File: src/rtl/gng_smul_pipe.sv
// gng_smul_pipe: pipelined signed multiplier with round-half-up rescale,
// overflow flag and saturating overflow counter. Optional: GNG_SMUL_SAT_EN.
module gng_smul_pipe #(
    parameter int A_W   = 16,
    parameter int B_W   = 18,
    parameter int LAT   = 3,
    parameter int SHIFT = 0,
    parameter int OUT_W = 34
) (
    input  logic                    clk,
    input  logic                    rstn,
    input  logic                    ce,
    input  logic                    valid_in,
    input  logic signed [A_W-1:0]   a,
    input  logic signed [B_W-1:0]   b,
    input  logic                    clr_cnt,
    output logic                    valid_out,
    output logic signed [OUT_W-1:0] p,
    output logic                    ovf,
    output logic [15:0]             ovf_cnt
);

    localparam int PW  = A_W + B_W;
    localparam int RW  = PW + 1;
    localparam int SH1 = (SHIFT > 0) ? SHIFT - 1 : 0;
    localparam logic signed [RW-1:0] RND =
        (SHIFT > 0) ? (RW'(1) << SH1) : '0;
`ifdef GNG_SMUL_SAT_EN
    localparam logic signed [OUT_W-1:0] PMAX = {1'b0, {(OUT_W-1){1'b1}}};
    localparam logic signed [OUT_W-1:0] PMIN = {1'b1, {(OUT_W-1){1'b0}}};
`endif

    logic signed [A_W-1:0]   a_q;
    logic signed [B_W-1:0]   b_q;
    logic                    v1;
    logic signed [PW-1:0]    prod_c;
    logic signed [PW-1:0]    pre;
    logic                    pre_v;
    logic signed [RW-1:0]    ext;
    logic signed [RW-1:0]    sum;
    logic signed [RW-1:0]    r;
    logic [RW-OUT_W:0]       hi;
    logic                    fits;
    logic signed [OUT_W-1:0] p_n;

    // Stage 1: operand and valid capture
    always_ff @(posedge clk or negedge rstn) begin
        if (!rstn) begin
            a_q <= '0;
            b_q <= '0;
            v1  <= 1'b0;
        end else if (ce) begin
            a_q <= a;
            b_q <= b;
            v1  <= valid_in;
        end
    end

    assign prod_c = PW'(a_q) * PW'(b_q);

    generate
        if (LAT == 2) begin : g_l2
            assign pre   = prod_c;
            assign pre_v = v1;
        end else begin : g_ln
            logic signed [PW-1:0] pd [LAT-2];
            logic [LAT-3:0]       pv;

            // Stage 2 product register followed by plain delay stages
            always_ff @(posedge clk or negedge rstn) begin
                if (!rstn) begin
                    for (int i = 0; i < LAT - 2; i++) pd[i] <= '0;
                    pv <= '0;
                end else if (ce) begin
                    pd[0] <= prod_c;
                    pv[0] <= v1;
                    for (int i = 1; i < LAT - 2; i++) begin
                        pd[i] <= pd[i-1];
                        pv[i] <= pv[i-1];
                    end
                end
            end

            assign pre   = pd[LAT-3];
            assign pre_v = pv[LAT-3];
        end
    endgenerate

    // One extra bit keeps the rounding add from wrapping
    assign ext  = {pre[PW-1], pre};
    assign sum  = ext + RND;
    assign r    = sum >>> SHIFT;
    assign hi   = r[RW-1:OUT_W-1];
    assign fits = (&hi) | ~(|hi);

    // Narrowed result: wrap by default, clamp when saturation is built in
    always_comb begin
        p_n = r[OUT_W-1:0];
`ifdef GNG_SMUL_SAT_EN
        if (!fits) p_n = r[RW-1] ? PMIN : PMAX;
`endif
    end

    // Final stage: one-cycle result strobe, p holds while stalled
    always_ff @(posedge clk or negedge rstn) begin
        if (!rstn) begin
            valid_out <= 1'b0;
            ovf       <= 1'b0;
            p         <= '0;
        end else begin
            valid_out <= ce & pre_v;
            ovf       <= ce & pre_v & ~fits;
            if (ce) p <= p_n;
        end
    end

    // Saturating overflow counter, clear wins over increment
    always_ff @(posedge clk or negedge rstn) begin
        if (!rstn) begin
            ovf_cnt <= '0;
        end else if (clr_cnt) begin
            ovf_cnt <= '0;
        end else if (valid_out && ovf && !(&ovf_cnt)) begin
            ovf_cnt <= ovf_cnt + 16'd1;
        end
    end

endmodule

File: config.mk
export PLATFORM = sky130hd
export DESIGN_NAME = gng_smul_pipe
export DESIGN_NICKNAME = d
export VERILOG_FILES = /design/src/rtl/gng_smul_pipe.sv
export SDC_FILE = /design/constraint.sdc
export NUM_CORES = 1
export LEC_CHECK = 0
export CAP_MARGIN = 20
export CORE_ASPECT_RATIO = 1.2
export CORE_MARGIN = 4
export CORE_UTILIZATION = 59
export CTS_BUF_LIST = sky130_fd_sc_hd__clkbuf_8
export DETAILED_ROUTE_END_ITERATION = 8
export GPL_TIMING_DRIVEN = 0
export PLACE_DENSITY = 0.84
export SLEW_MARGIN = 40
export SYNTH_ARGS = -nofsm -noshare
export SYNTH_HDL_FRONTEND = slang
export SYNTH_SLANG_ARGS = --single-unit
File: constraint.sdc
create_clock -name clk -period 16.85 [get_ports clk]
set_clock_uncertainty 0.05 [all_clocks]
set_input_delay 3.37 -clock clk [delete_from_list [all_inputs] [get_ports clk]]
set_output_delay 3.37 -clock clk [all_outputs]
set_load 0.01 [all_outputs]
-- Word level (Yosys, flattened, before mapping)
Index checks and enable logic that the tools add are counted.
- register bits after elaboration: 121
- input port bits: 39
- memory bits (writable): 0
- latch bits: 0
- bits in read-only memories: 0
- memories kept: 0
- add/subtract/negate cells: 0
- multiply operators: 1
- reductions and logical operators: 0
- equal/unequal tests: 0
- muxes and demuxes: 1
- magnitude comparators: 0
- div/mod/pow operators: 0
- shift-type cells: 0
- bitwise operators: 1
- operators with widths (operator ; number):
    $mul A16 B18 Y34 ; 1
    $mux W16 ; 1
    $and A1 B1 Y1 ; 1

-- Depth between registers and ports, before layout
Gate-level depths: netlist (run 1).
- depth after elaboration: 1
- mapped depth: 24
- gate-level depth less buffers: 22

-- Worst setup path after synthesis (run 1)
No wires, ideal clock.
- kind: reg2reg
- start: reg a_q[7]
- end: reg g_ln.pd[32] in the netlist's numbering
- path buffers: 3
- required time: 16669 ps
- clock period less this slack: 6166 ps
- slack: 10684 ps
- cell stages (with the launch flop): 25
- arrival time: 5985 ps
- cell sequence: dfrtp_1 > clkbuf_1 > clkbuf_1 > nand2_1 > fa_1 > inv_1 > fa_1 > inv_1 > fa_1 > inv_1 > fa_1 > fa_1 > inv_1 > fa_1 > inv_1 > ha_1 > buf_2 > and3_1 > o21ai_0 > o311a_4 > o211ai_4 > o31ai_4 > a21oi_2 > nor4b_1 > or3_1
- cells in the longest elaborated chain, start to end: 1
- RTL lines (what ; line ; text):
    from (decl) ; 33 ; logic signed [A_W-1:0] a_q;
    from (signal assigned) ; 49 ; a_q <= '0;
    from (signal assigned) ; 53 ; a_q <= a;
    $mul A16 B18 Y34 ; 59 ; assign prod_c = PW'(a_q) * PW'(b_q);
    to (signal, indexed assignment) ; 78 ; pd[i] <= pd[i-1];
    to (decl) ; 66 ; logic signed [PW-1:0] pd [LAT-2];
Every way passes these cells.
A chain may end at the register's enable or synchronous reset.

-- Worst setup path after layout (run 1)
- start: reg a_q[7]
- end: reg g_ln.pd[31] in the netlist's numbering
Same word-level chain as after synthesis.

==> flow_summary.json, run 1 <==
{
  "r2r_start": "a_q[7]$_DFFE_PN0P_",
  "netlist_area_um2": 14940,
  "worst_pin_slew_ps": 898.4,
  "grt_overflow_total": 0,
  "outcome": "completed",
  "rsz0062_at_grt": "no",
  "synth_top_area_share_pct": 38.85,
  "fp.dieH_um": 182.3,
  "fin_nets": 1991,
  "period_share_pct": 44.98,
  "cts_setup_buffers": 0,
  "track_usage_pct": 27.84,
  "fp-row-count": 63,
  "cts_buffers": 9,
  "grt_pass1_wl_mm": 60.75,
  "highest_layer": "met4",
  "maxCapViolations": 0,
  "ant_nets": 0,
  "synth-seq-cells": 105,
  "via_per_inst": 5.579,
  "port_buffers": 71,
  "route.met3.wl_mm": 2.563,
  "synth_common_cells": "inv_1 (347), fa_1 (290), nand2_1 (161)",
  "gp_congestion": 0.9510,
  "max_freq_mhz": 131.9,
  "route.detailed.drc": 0,
  "cp.arrival_ps": 7830,
  "synth_edf_count": 0,
  "routed_wl_mm": 36.71,
  "pre_cts_slack_ps": 9454,
  "ys_types": 55,
  "worstSetupEndpointType": "flip-flop",
  "htree_levels": 3,
  "setup_viol": 0,
  "critPathKind": "flip-flop to flip-flop",
  "start_util_pct": 60.19,
  "grt_max_degree": 78,
  "layout_setup_ws_ps": 9271,
  "wire_per_inst_um": 19.25,
  "post_cts_resized": 0,
  "ys.flop_type": "dfrtp_1",
  "drt-met1-wl_mm": 12.56,
  "insertion_delay_ps": 400,
  "die-width_um": 153.3,
  "dr_wl_met2_mm": 19.14,
  "finalCriticalPeriod_ps": 7579,
  "ios": 91,
  "cts_tree": "yes",
  "async_reset_ff_share_pct": 100.0,
  "crit_fanout": 10,
  "slew_headroom_pct": 40.11,
  "hold_viol": 0,
  "cp.required_ps": 17100,
  "drtIter0Drc": 748,
  "final_layout_size_suffix_gt1_share_pct": 8.792,
  "ys_warn_count": 0,
  "clk_pin_slew_ps": 120,
  "critPathLaunch": "a_q[7]$_DFFE_PN0P_",
  "place_hpwl_mm": 30.27,
  "yosys-top-cells-area": "fa_1 (39%), dfrtp_1 (18%), inv_1 (8.7%), ha_1 (7.2%), mux2_2 (7.1%)",
  "avgSynthCellArea_um2": 10.12,
  "cts_root_buf": "clkbuf_8",
  "ys_seq_area_share_pct": 17.58,
  "antenna_found_initial": 0,
  "grt_pass1_vias": 12170,
  "synth_top_cell_by_area": "fa_1",
  "clock-sinks": 105,
  "clockBufferDepth": 2,
  "firstDrtPassIters": 5,
  "hp-class": "flip-flop to flip-flop",
  "synth_most_common_cell": "inv_1",
  "maxSlewViolCount": 0,
  "timing.setup.tns_ps": 0,
  "die-area_um2": 27950,
  "hp-start": "g_ln.pv$_DFFE_PN0P_",
  "hold_buffers": 0,
  "area_delta_synth_final_pct": 9.419,
  "coreArea_um2": 24830,
  "num_vias": 10640,
  "syn_inst": 1477,
  "cp-start-kind": "flip-flop"
}
cells by family after synthesis:
kind of cell / after synthesis / share of synthesized area (%)
buffers and inverters: 424 / 11.09
adders and majority gates: 376 / 46.05
and+or+nand+nor: 352 / 11.64
DFF: 105 / 17.58
muxes: 94 / 7.083
AOI/OAI and AO/OA: 91 / 4.538
xor gates and xnor gates: 34 / 1.993
other: 1 / 0.02509
per-stage QoR:
step,util (%),hold WS [ps],cells,cell area (um^2)
after global routing,65.85,482.9,1906,16350
after floorplan,-,399.4,1493,15000
after CTS,65.85,466.0,1906,16350
final,65.86,456.5,1907,16350
after detailed placement,65.06,433.2,1890,16150
after global placement,64.93,429.6,1889,16120
cell usage in the layout (no fill, tap or decap), types with 7 or more instances in the layout:
cell	netlist	layout
a21o_1	15	15
a21oi_1	19	19
and2_1	126	126
buf_4	17	17
clkbuf_1	56	56
clkbuf_8	0	9
clkdlybuf4s50_1	0	70
conb_1	1	17
dfrtp_1	105	105
fa_1	290	290
ha_1	86	86
inv_1	347	347
mux2_2	94	94
nand2_1	161	161
nand2b_1	7	7
nand3_1	7	7
nor2_1	27	27
o21ai_0	10	10
o21bai_1	7	7
xnor2_1	25	25
xor2_1	9	9
worst max-delay path: stages (launching register included):
cell	delay, ps
dfrtp_1	340
clkbuf_1	660
clkbuf_1	530
nand2_1	170
fa_1	570
inv_1	60
fa_1	500
inv_1	60
fa_1	540
inv_1	50
fa_1	450
fa_1	510
inv_1	50
fa_1	540
inv_1	60
ha_1	260
buf_2	170
a21o_1	170
o21bai_1	180
a221oi_2	370
o2111ai_1	250
a31oi_1	350
o21bai_1	130
xor2_1	170
mux2_2	270
layout make-up:
cell class,count,area [um^2]
Tap cell,325,406.6
Timing Repair Buffer,72,743.2
Multi-Input combinational cell,964,10720
Buffer,77,355.3
Clock buffer,9,123.9
Sequential cell,105,2628
Inverter,347,1303
Fill cell,1899,8478
Antenna cell,1,2.502
Clock inverter,7,71.32
registers in the layout, summed over array words and instances (netlist names):
| signal | cells |
|---|---|
| valid_out | 1 |
| p | 34 |
| g_ln.pd | 34 |
| g_ln.pv | 1 |
| v1 | 1 |
| b_q | 18 |
| a_q | 16 |
path summary, 6_finish.rpt:
kind / to / slack (ps) / cells past startpoint
setup / recovery: g_ln.pd[31]$_DFFE_PN0P_ / 9270 / 24
hold / removal: valid_out$_DFF_PN0_ / 460 / 1
setup reg to reg: g_ln.pd[31]$_DFFE_PN0P_ / 9270 / 24
hold reg to reg: valid_out$_DFF_PN0_ / 460 / 1
max in group asynchronous: b_q[11]$_DFFE_PN0P_ / 13340 / 2
min in group asynchronous: b_q[4]$_DFFE_PN0P_ / 2750 / 1
metal layers:
| layer | vias to the layer above | GRT usage [%] |
|---|---|---|
| met5 | - | 0 |
| met4 | 0 | 16.54 |
| met3 | 142 | 4.720 |
| met2 | 447 | 49.19 |
| met1 | 5462 | 31.68 |
| li1 | 4588 | - |
Power of run 1 is not shown: default switching activity piles up to over one toggle a cycle in this logic, so the estimate is an artifact.
==> run 2, diff against run 1 <==
CORE_UTILIZATION = 57   (was 59)
PLACE_DENSITY = 0.85   (was 0.84)
clock period = 6.4 ns   (was 16.85 ns; I/O delays follow)
==> run 2 against run 1 <==
The run now ends with setup timing left. Register-to-register slack got worse by 9300 ps. Worst hold slack worse by 20 ps. Core utilization grew 2.0 points. Global-route usage is 2.3 points higher. Sequential share of layout area shrank 0.77 points. Critical endpoint is now g_ln.pd[26]$_DFFE_PN0P_.
==> flow_summary.json, run 2 (synthesized netlist as in run 1, its figures left out) <==
{
  "coreArea_um2": 25700,
  "clk_pin_slew_ps": 130,
  "utilization_pct": 67.82,
  "grt_pass1_vias": 12490,
  "clockBufferDepth": 2,
  "cts_buffers": 9,
  "fillCellCount": 1731,
  "htree_levels": 3,
  "final_layout_size_suffix_gt1_share_pct": 20.33,
  "routed_wl_mm": 43.66,
  "ant_nets": 0,
  "grt_max_degree": 67,
  "finalCriticalPeriod_ps": 6447,
  "gp_congestion": 0.9909,
  "layout_setup_ws_ps": -47.36,
  "cp_slowest_cell": "fa_2",
  "hold_viol": 0,
  "rsz0062_at_grt": "yes",
  "fp-row-count": 64,
  "insertion_delay_ps": 410,
  "layout_common_cells": "inv_1 (333), fa_1 (278), nand2_1 (158)",
  "setup_viol": 1,
  "hold_buffers": 0,
  "ios": 91,
  "start_util_pct": 58.14,
  "fin_area_um2": 17430,
  "max_freq_mhz": 155.1,
  "cp-start-kind": "flip-flop",
  "die-area_um2": 28880,
  "route.detailed.drc": 0,
  "pre_cts_slack_ps": -1057,
  "clock-sinks": 105,
  "maxCapViolations": 0,
  "fin_nets": 2048,
  "grt_overflow_total": 0,
  "final_common_cell": "inv_1",
  "firstDrtPassIters": 8,
  "die-width_um": 155.8,
  "cp.arrival_ps": 6690,
  "maxSlewViolCount": 0,
  "worstSetupEndpointType": "flip-flop",
  "worstPathCellList": "buf_6 -> and2_4 -> fa_1 -> inv_2 -> fa_1 -> inv_1 -> fa_1 -> fa_1 -> fa_1 -> inv_2 -> fa_2 -> inv_2 -> ha_4 -> and4_4 -> a21oi_2 -> o311a_4 -> o211ai_4 -> buf_6 -> o41ai_4 -> o21ai_1 -> xor2_1 -> mux2_2",
  "wire_per_inst_um": 22.18,
  "antenna_found_initial": 1,
  "hp-class": "flip-flop to flip-flop",
  "regArea_um2": 2668,
  "cts_tree": "yes",
  "critPathKind": "flip-flop to flip-flop",
  "slew_headroom_pct": 40.59,
  "fp.dieH_um": 185.4,
  "port_buffers": 71,
  "num_vias": 11420,
  "placed_area_um2": 16160,
  "violations": "setup timing",
  "drtIter0Drc": 934,
  "area_delta_synth_final_pct": 16.64,
  "antenna_cells": 0,
  "outcome": "complete, but fails checks",
  "grt_pass1_wl_mm": 65.47,
  "final_cells": 1968,
  "reg_top3": "g_ln.pd (34), p (34), b_q (18)",
  "dp.cells": 1895,
  "track_usage_pct": 30.10,
  "place_hpwl_mm": 30.72,
  "via_per_inst": 5.803,
  "critPathMaxStageDelay_ps": 600,
  "cp.required_ps": 6640,
  "period_share_pct": 100.7,
  "cts_root_buf": "clkbuf_8",
  "worst_pin_slew_ps": 891.2,
  "crit_fanout": 8,
  "multi_input_area_um2": 11020,
  "path_common_cell": "fa_1"
}
-- run 2: cell types whose count changed in the layout (fill, tap and decap cells not counted), moves of 12 or more --
cell      previous run  this run
buf_4               17        79
clkbuf_1            56        14
clkbuf_4             0        17
dfrtp_1            105        73
dfrtp_2              0        32
fa_1               290       278
fa_2                 0        12
inv_1              347       333
inv_2                0        14
-- run 2: worst max-delay path: cells and delay by family (launching register included) --
family	cells	cell delay, ps
muxes	1	270
xor gates and xnor gates	1	150
DFF	1	520
AOI/OAI and AO/OA	5	1120
adders and majority gates	7	3430
and+or+nand+nor	2	290
buffers and inverters	6	480
-- run 2: area by class of cell --
class | instances | area share (%)
Clock inverter | 7 | 0.4091
Inverter | 347 | 7.472
Timing Repair Buffer | 141 | 7.630
Tap cell | 330 | 2.369
Multi-Input combinational cell | 964 | 63.20
Sequential cell | 105 | 15.30
Buffer | 65 | 2.907
Clock buffer | 9 | 0.7106
-- run 2: worst paths after layout --
path                                      from                 endpoint  slack [ps]  cells past startpoint
min in group asynchronous                 rstn   g_ln.pd[7]$_DFFE_PN0P_         710                      1
max in group asynchronous                 rstn      b_q[10]$_DFFE_PN0P_        4940                      2
min                        g_ln.pv$_DFFE_PN0P_      valid_out$_DFF_PN0_         440                      1
max                        a_q[10]$_DFFE_PN0P_  g_ln.pd[26]$_DFFE_PN0P_         -50                     22
max reg2reg                a_q[10]$_DFFE_PN0P_  g_ln.pd[26]$_DFFE_PN0P_         -50                     22
min reg2reg                g_ln.pv$_DFFE_PN0P_      valid_out$_DFF_PN0_         440                      1
-- run 2: metrics by stage --
step | TNS [ps] | hold slack (ps)
after floorplan | 0 | 399.4
after global placement | -9906 | 412.6
after detailed placement | -11750 | 413.3
after CTS | 0 | 440.8
after global routing | -473.2 | 468.9
final | -47.36 | 436.1
-- run 2: what timing repair did --
action | CTS | global route
cloned | 0 | 1
setup endpoints to repair | 20 | 11
buffers inserted | 25 | 43
resized for setup | 112 | 105
pin swaps | 5 | 54
endpoints found under the hold margin | 0 | 0
-- run 2: per-layer routing --
layer / share of wire [%] / track usage [%]
met1: 32 / 33.53
met2: 49 / 50.13
met3: 10 / 7.759
met4: 9.1 / 21.51
met5: 0 / 0
Power of run 2 is left out for the same reason.
